$ cat src/rtl/sha3_msg_sequencer_pkg.sv
// Shared types and constants for the SHA3-256 message sequencer.
// Holds the FSM state encoding, rate-block geometry and padding byte values.
package sha3_seq_pkg;

   typedef enum logic [2:0] {
      FILL,
      PAD,
      ISSUE,
      WAIT_NEXT,
      WAIT_DGST,
      OUT
   } seq_state_t;

   localparam int        RATE_BYTES = 136;
   localparam int        WPB        = 17;
   localparam logic [7:0] PAD_FIRST = 8'h06;
   localparam logic [7:0] PAD_LAST  = 8'h80;

   // A final word can never carry more than a full word of message bytes.
   function automatic logic [3:0] clamp_bytes(input logic [3:0] b);
      return (b > 4'd8) ? 4'd8 : b;
   endfunction

endpackage

$ cat src/rtl/sha3_msg_sequencer_if.sv
// Word-in / block-out / digest-out bus bundle for sha3_msg_sequencer.
// slave = sequencer side, master = system side (word source, SHA3 core, digest sink).
interface sha3_msg_sequencer_if #(
   parameter int WORD_W   = 64,
   parameter int RATE_W   = 1088,
   parameter int DIGEST_W = 256
);
   logic                s_valid;
   logic                s_ready;
   logic [WORD_W-1:0]   s_data;
   logic                s_last;
   logic [3:0]          s_bytes;
   logic [RATE_W-1:0]   core_in;
   logic                core_in_valid;
   logic                core_more;
   logic                core_hash_next;
   logic [DIGEST_W-1:0] core_out;
   logic                core_out_valid;
   logic                m_valid;
   logic                m_ready;
   logic [DIGEST_W-1:0] m_digest;
   logic                busy;

   modport slave (
      input  s_valid, s_data, s_last, s_bytes,
      input  core_hash_next, core_out, core_out_valid,
      input  m_ready,
      output s_ready, core_in, core_in_valid, core_more,
      output m_valid, m_digest, busy
   );

   modport master (
      output s_valid, s_data, s_last, s_bytes,
      output core_hash_next, core_out, core_out_valid,
      output m_ready,
      input  s_ready, core_in, core_in_valid, core_more,
      input  m_valid, m_digest, busy
   );
endinterface

$ cat src/rtl/sha3_msg_sequencer_pad.sv
// Combinational SHA3 pad10*1 on one rate block: keeps bytes below p, writes 0x06 at p, zeroes the rest, ORs 0x80 into the last byte.
// p >= block size passes the block through untouched (message ended exactly on the boundary).
module sha3_pad_unit
   import sha3_seq_pkg::*;
#(
   parameter int RATE_W = 1088
) (
   input  logic [RATE_W-1:0] i_blk,
   input  logic [7:0]        i_p,
   output logic [RATE_W-1:0] o_blk
);
   localparam int NB = RATE_W / 8;

   always_comb begin
      o_blk = '0;
      for (int b = 0; b < NB; b++) begin
         if (8'(b) < i_p)
            o_blk[RATE_W-1-8*b -: 8] = i_blk[RATE_W-1-8*b -: 8];
         else if (8'(b) == i_p)
            o_blk[RATE_W-1-8*b -: 8] = PAD_FIRST;
         else
            o_blk[RATE_W-1-8*b -: 8] = 8'h00;
      end
      if (i_p < 8'(NB))
         o_blk[7:0] = o_blk[7:0] | PAD_LAST;
   end
endmodule

$ cat src/rtl/sha3_msg_sequencer.sv
// Packs 64-bit message words into padded 1088-bit blocks for SHA3TOP and returns the digest; s_last accept -> core_in_valid in 2 cycles,
// core_out_valid -> m_valid in 1 cycle; s_ready only in FILL. SHA3_SEQ_STATS_EN adds blk_count/msg_count outputs.
module sha3_msg_sequencer
   import sha3_seq_pkg::*;
#(
   parameter int WORD_W   = 64,
   parameter int RATE_W   = 1088,
   parameter int DIGEST_W = 256
) (
   input  logic               clk,
   input  logic               rst,
   sha3_msg_sequencer_if.slave io_bus
`ifdef SHA3_SEQ_STATS_EN
   ,
   output logic [15:0]        blk_count,
   output logic [15:0]        msg_count
`endif
);
   seq_state_t          r_state;
   logic [4:0]          r_k;
   logic [7:0]          r_p;
   logic [RATE_W-1:0]   r_buf;
   logic [RATE_W-1:0]   r_core_in;
   logic                r_core_in_valid;
   logic                r_core_more;
   logic                r_pad_pending;
   logic                r_m_valid;
   logic [DIGEST_W-1:0] r_digest;

   logic                w_accept;
   logic [7:0]          w_p_last;
   logic [7:0]          w_pad_p;
   logic [RATE_W-1:0]   w_buf_next;
   logic [RATE_W-1:0]   w_padded;

   assign io_bus.s_ready       = (r_state == FILL) && !rst;
   assign io_bus.core_in       = r_core_in;
   assign io_bus.core_in_valid = r_core_in_valid;
   assign io_bus.core_more     = r_core_more;
   assign io_bus.m_valid       = r_m_valid;
   assign io_bus.m_digest      = r_digest;
   assign io_bus.busy          = !((r_state == FILL) && (r_k == 5'd0));

   assign w_accept = io_bus.s_valid && io_bus.s_ready;
   assign w_p_last = {r_k, 3'b000} + {4'd0, clamp_bytes(io_bus.s_bytes)};
   // The trailing all-pad block is built from an offset of zero, so stale buffer bytes never leak into it.
   assign w_pad_p  = (r_state == WAIT_NEXT) ? 8'd0 : r_p;

   always_comb begin
      w_buf_next = r_buf;
      for (int i = 0; i < WPB; i++) begin
         if (w_accept && (r_k == 5'(i)))
            w_buf_next[RATE_W-1-WORD_W*i -: WORD_W] = io_bus.s_data;
      end
   end

   sha3_pad_unit #(.RATE_W(RATE_W)) u_pad (
      .i_blk (r_buf),
      .i_p   (w_pad_p),
      .o_blk (w_padded)
   );

   always_ff @(posedge clk) begin
      if (rst) begin
         r_state         <= FILL;
         r_k             <= 5'd0;
         r_p             <= 8'd0;
         r_buf           <= '0;
         r_core_in       <= '0;
         r_core_in_valid <= 1'b0;
         r_core_more     <= 1'b0;
         r_pad_pending   <= 1'b0;
         r_m_valid       <= 1'b0;
         r_digest        <= '0;
      end else begin
         r_buf <= w_buf_next;
         case (r_state)
            FILL: begin
               if (w_accept) begin
                  if (io_bus.s_last) begin
                     r_p     <= w_p_last;
                     r_state <= PAD;
                  end else if (r_k == 5'(WPB - 1)) begin
                     r_k             <= 5'd0;
                     r_core_in       <= w_buf_next;
                     r_core_in_valid <= 1'b1;
                     r_core_more     <= 1'b1;
                     r_state         <= ISSUE;
                  end else begin
                     r_k <= r_k + 5'd1;
                  end
               end
            end
            PAD: begin
               r_core_in       <= w_padded;
               r_core_in_valid <= 1'b1;
               r_core_more     <= (r_p == 8'(RATE_BYTES));
               r_pad_pending   <= (r_p == 8'(RATE_BYTES));
               r_k             <= 5'd0;
               r_state         <= ISSUE;
            end
            ISSUE: begin
               r_core_in_valid <= 1'b0;
               r_state         <= r_core_more ? WAIT_NEXT : WAIT_DGST;
            end
            WAIT_NEXT: begin
               if (io_bus.core_hash_next) begin
                  if (r_pad_pending) begin
                     r_core_in       <= w_padded;
                     r_core_in_valid <= 1'b1;
                     r_core_more     <= 1'b0;
                     r_pad_pending   <= 1'b0;
                     r_state         <= ISSUE;
                  end else begin
                     r_state <= FILL;
                  end
               end
            end
            WAIT_DGST: begin
               if (io_bus.core_out_valid) begin
                  r_digest  <= io_bus.core_out;
                  r_m_valid <= 1'b1;
                  r_state   <= OUT;
               end
            end
            OUT: begin
               if (io_bus.m_ready) begin
                  r_m_valid <= 1'b0;
                  r_k       <= 5'd0;
                  r_state   <= FILL;
               end
            end
            default: r_state <= FILL;
         endcase
      end
   end

`ifdef SHA3_SEQ_STATS_EN
   logic [15:0] r_blk_count;
   logic [15:0] r_msg_count;

   always_ff @(posedge clk) begin
      if (rst) begin
         r_blk_count <= 16'd0;
         r_msg_count <= 16'd0;
      end else begin
         if ((r_state == ISSUE) && (r_blk_count != 16'hFFFF))
            r_blk_count <= r_blk_count + 16'd1;
         if (r_m_valid && io_bus.m_ready)
            r_msg_count <= r_msg_count + 16'd1;
      end
   end

   assign blk_count = r_blk_count;
   assign msg_count = r_msg_count;
`endif
endmodule

$ cat src/flat_wrapper.sv
// flat-port wrapper written by rule: the top's interface ports become plain ports
module sha3_msg_sequencer_flat import sha3_seq_pkg::*;
#(
   parameter int WORD_W   = 64,
   parameter int RATE_W   = 1088,
   parameter int DIGEST_W = 256
)
  (clk, rst, io_bus_s_valid, io_bus_s_data, io_bus_s_last, io_bus_s_bytes, io_bus_core_hash_next, io_bus_core_out, io_bus_core_out_valid, io_bus_m_ready, io_bus_s_ready, io_bus_core_in, io_bus_core_in_valid, io_bus_core_more, io_bus_m_valid, io_bus_m_digest, io_bus_busy);
  sha3_msg_sequencer_if #(.WORD_W(WORD_W), .RATE_W(RATE_W), .DIGEST_W(DIGEST_W)) io_bus_i ();
  input  logic clk;
  input  logic rst;
  input wire logic [$bits(io_bus_i.s_valid)-1:0] io_bus_s_valid;
  input wire logic [$bits(io_bus_i.s_data)-1:0] io_bus_s_data;
  input wire logic [$bits(io_bus_i.s_last)-1:0] io_bus_s_last;
  input wire logic [$bits(io_bus_i.s_bytes)-1:0] io_bus_s_bytes;
  input wire logic [$bits(io_bus_i.core_hash_next)-1:0] io_bus_core_hash_next;
  input wire logic [$bits(io_bus_i.core_out)-1:0] io_bus_core_out;
  input wire logic [$bits(io_bus_i.core_out_valid)-1:0] io_bus_core_out_valid;
  input wire logic [$bits(io_bus_i.m_ready)-1:0] io_bus_m_ready;
  output wire logic [$bits(io_bus_i.s_ready)-1:0] io_bus_s_ready;
  output wire logic [$bits(io_bus_i.core_in)-1:0] io_bus_core_in;
  output wire logic [$bits(io_bus_i.core_in_valid)-1:0] io_bus_core_in_valid;
  output wire logic [$bits(io_bus_i.core_more)-1:0] io_bus_core_more;
  output wire logic [$bits(io_bus_i.m_valid)-1:0] io_bus_m_valid;
  output wire logic [$bits(io_bus_i.m_digest)-1:0] io_bus_m_digest;
  output wire logic [$bits(io_bus_i.busy)-1:0] io_bus_busy;
  assign io_bus_i.s_valid = io_bus_s_valid;
  assign io_bus_i.s_data = io_bus_s_data;
  assign io_bus_i.s_last = io_bus_s_last;
  assign io_bus_i.s_bytes = io_bus_s_bytes;
  assign io_bus_i.core_hash_next = io_bus_core_hash_next;
  assign io_bus_i.core_out = io_bus_core_out;
  assign io_bus_i.core_out_valid = io_bus_core_out_valid;
  assign io_bus_i.m_ready = io_bus_m_ready;
  assign io_bus_s_ready = io_bus_i.s_ready;
  assign io_bus_core_in = io_bus_i.core_in;
  assign io_bus_core_in_valid = io_bus_i.core_in_valid;
  assign io_bus_core_more = io_bus_i.core_more;
  assign io_bus_m_valid = io_bus_i.m_valid;
  assign io_bus_m_digest = io_bus_i.m_digest;
  assign io_bus_busy = io_bus_i.busy;
  sha3_msg_sequencer #(.WORD_W(WORD_W), .RATE_W(RATE_W), .DIGEST_W(DIGEST_W)) u_core (.clk(clk), .rst(rst), .io_bus(io_bus_i));
endmodule
$ cat config.mk
export PLATFORM = sky130hd
export DESIGN_NAME = sha3_msg_sequencer_flat
export DESIGN_NICKNAME = d
export VERILOG_FILES = /design/src/rtl/sha3_msg_sequencer_pkg.sv /design/src/rtl/sha3_msg_sequencer_if.sv /design/src/rtl/sha3_msg_sequencer_pad.sv /design/src/rtl/sha3_msg_sequencer.sv /design/src/flat_wrapper.sv
export SDC_FILE = /design/constraint.sdc
export NUM_CORES = 2
export LEC_CHECK = 0
export BUFFER_PORTS_ARGS = -buffer_cell sky130_fd_sc_hd__buf_2
export CORE_AREA = 2 2 664 666
export CTS_BUF_LIST = sky130_fd_sc_hd__clkbuf_4 sky130_fd_sc_hd__clkbuf_8
export CTS_CLUSTER_DIAMETER = 100
export CTS_CLUSTER_SIZE = 10
export DETAILED_ROUTE_END_ITERATION = 10
export DIE_AREA = 0 0 666 668
export GPL_TIMING_DRIVEN = 1
export PLACE_DENSITY = 0.48
export SLEW_MARGIN = 10
export SYNTH_ARGS = -nofsm -noshare
export SYNTH_HDL_FRONTEND = slang
export SYNTH_SLANG_ARGS = --single-unit
$ cat constraint.sdc
create_clock -name clk -period 3.57 [get_ports clk]
set_clock_uncertainty 0.15 [all_clocks]
set_input_delay 0.1785 -clock clk [delete_from_list [all_inputs] [get_ports clk]]
set_output_delay 0.1785 -clock clk [all_outputs]
set_load 0.03 [all_outputs]
==> impl_results.md <==
- CTS Sinks: 2452
- Reg-to-reg startpoint: u_core.r_state[0]$_SDFFE_PP0P_
- Clock buffer depth: 4
- Startpoint Class: flop
- CTS Buf Count: 292
- Area leader, netlist: dfxtp_1
- Internal power: 40.3 mW
- Die height: 668 µm
- Distinct cells, synth: 101
- Largest net degree at the start of global routing: 194
- DR WL/cell: 32.7 µm
- Placed cell areas: 113000 µm²
- Met3 Use GR: 0.0533
- Initial Utilization: 0.218
- Worst VDD drop: 0.434 mV
- Die Width: 666 µm
- Slew Limit Fails: 0
- Post-synthesis register bit count: 2452
- Post-Syn Area: 95100 µm²
- Crit path from: u_core.r_state[0]$_SDFFE_PP0P_
- Remaining DRCs: 0
- Final-report hold violation count: 0
- Critical path type: reg2reg
- P_leak: 50.5 nW
- Max Cap Viol: 0
- Commonest non-fill, non-tap cell in the layout: dfxtp_1
- Die area: 445000 µm²
- Yosys warnings: 0
- Hold crit path type: in2reg
- Status: completed
- Worst skew pair latency: 1.13 ns
- H-tree Lvls: 5
- Vias per cell: 5.05
- Clock Tree Root: clkbuf_8
- Starting DRT DRC Count: 10.7k
- PortBufs: 1679
- WP data arrival: 4.40 ns
- Final instance area: 126000 µm²
- Setup-failing EPs final: 0
- Vias in the first global route: 89.6k
- EDFF count, synth: 0
- Sequential share of power: 0.463
- Number of routed nets with antenna violations: 0
- Sw Share: 0.363
- Nets: 13.6k
- Layout Cells excl Fill: 19.1k
- Relative max-transition margin: 0.0517
- P_sw: 23.0 mW
- Post-synth net total: 11.2k
- Top post-synthesis cells by area: dfxtp_1, nand2_1, a21oi_1, mux2_2, nor2_1
- Most frequent cells in the layout: dfxtp_1, nand2_1, buf_2
- # IOs: 1680
- Maximum fanout count along the critical path: 35
- TritonRoute pass-1 iters: 7
- Global routing's busiest layer: met2
- Yosys top cell area share: 0.516
- Beginning of the worst hold path: io_bus_m_ready
- Core area: 437000 µm²
- Overall routing resource usage: 0.267
- First-pass GRT wire length: 816000 µm
- Post-synthesis sequential area ratio: 0.516
- Antenna violations before repair: 134
- Asr flop ratio synth: 0
- PD cells: 501 nW/µm²
- Dominant synthesized flop cell: dfxtp_1
- Layout area overhead: 32.8%
- Clock-pin slew on the worst setup and hold paths: 0.08 ns
- Setup TNS: 0 ns
- Combinational Power Share: 0.232
- M2 GR Usage: 0.432
- Fmax: 284 MHz
- Remaining Overflow, GRT: 0
- Via count: 96.7k
- Final WL: 626000 µm
- CTS tree: done
- Synthesized netlist cell count: 10.9k
- Post-layout minimum cycle time: 3.52 ns
- Slew @ Worst Pin: 1.41 ns
- CP endpoint kind: flop
- Post-DP HPWL: 451000 µm
- Required @ worst endpoint: 4.45 ns
- RD Place Congestion: 0.969
- Met1 usage: 0.314
- Mapped Avg Cell Area: 8.73 µm²
- Rows: 243
- Layout cells sized above 1: 0.234
- Clock share of power: 0.305
- Tcrit/Tclk final: 0.985
- Cells after DPL: 17.8k
sequential cells by signal, summed over array words and instances (netlist names):
register and flops:
u_core.io_bus.m_valid 1, u_core.io_bus.core_more 1, u_core.r_k 5, u_core.r_pad_pending 1
u_core.io_bus.core_in 1088, u_core.r_p 8, u_core.io_bus.m_digest 256, u_core.r_state 3
u_core.r_buf 1088, u_core.io_bus.core_in_valid 1
worst paths after layout:
check | end | slack, ns | depth (start not counted)
hold / removal | u_core.r_state[2]$_SDFFE_PP0P_ | 0.08 | 4
hold reg to reg | u_core.io_bus.core_in[866]$_SDFFE_PP0P_ | 0.29 | 2
setup reg to reg | u_core.io_bus.m_digest[123]$_SDFFE_PP0P_ | 0.05 | 9
setup / recovery | u_core.io_bus.m_digest[123]$_SDFFE_PP0P_ | 0.05 | 9
kinds of logic after synthesis:
logic type / share of synthesized area
compound gates: 0.192
xor+xnor: 0.000276
fa+ha+maj: 0.000921
buf+inv: 0.0458
flops: 0.516
mux: 0.0522
simple gates: 0.193
power groups by stage:
stage               Sequential, mW  Combinational (mW)  Clock, mW
floorplan                     31.5                5.24          0
detailed placement            29.9                13.9          0
global route                  29.4                15.2       20.7
global placement              29.9                13.9          0
finish                        29.3                14.7       19.3
CTS                           29.3                14.6       19.8
synth_stat cells (31+ instances only):
master / n
a211oi_1: 53
a21oi_1: 1315
a221o_1: 67
a221oi_1: 318
a22o_1: 211
a22oi_1: 89
a2bb2oi_1: 92
a311oi_1: 60
a31o_2: 34
a31oi_1: 66
and2_1: 331
and3_1: 31
buf_1: 59
buf_2: 236
clkbuf_1: 721
dfxtp_1: 2452
mux2_2: 314
mux2i_1: 143
nand2_1: 2053
nand3_1: 127
nand4_1: 106
nor2_1: 933
nor3_1: 465
o21ai_0: 149
o31ai_1: 34
metal layers:
| metal | vias up | wire length [µm] |
|---|---|---|
| met3 | 1322 | 46800 |
| li1 | 42800 | - |
| met5 | - | 469 |
| met1 | 47600 | 239000 |
| met4 | 32 | 52300 |
| met2 | 4952 | 288000 |
what timing repair did:
item / CTS / global route
hold buffers: 882 / 0
hold endpoints to repair: 1854 / 0
gates cloned: 0 / 1
setup buffers: 0 / 2
pin swaps: 0 / 1
endpoints found under the setup margin: 1 / 16
gates resized for setup: 1 / 4
stage by stage:
stage / hold WS [ns] / power [mW] / setup slack, ns / util
after floorplan: 0.165 / 36.7 / 1.06 / -
after global placement: 0.270 / 43.8 / 0.110 / 0.257
after detailed placement: 0.275 / 43.8 / 0.115 / 0.257
after CTS: 0.00119 / 63.7 / 0.0178 / 0.288
after global routing: 0.0391 / 65.3 / -0.0689 / 0.289
final: 0.0753 / 63.3 / 0.0536 / 0.289
critical path, stage by stage, from the launching register on:
cell and delay [ns]:
dfxtp_1 0.43, buf_4 0.26, nor2_2 0.22, and3_4 0.33, buf_16 0.23, buf_4 0.27, nand2_1 0.07, dlygate4sd3_1 0.55
a21oi_1 0.21, dlygate4sd3_1 0.65
final cells by class:
class | instances | area, µm²
flip-flops and latches | 2452 | 49100
multi-input cells | 7388 | 42600
diodes | 99 | 248
clock inverters | 44 | 553
clock buffers | 299 | 4100
fillers | 47000 | 311000
well taps | 5757 | 7200
inverters | 15 | 63.8
repair buffers | 3095 | 22500
(Power assumes the default switching activity.)
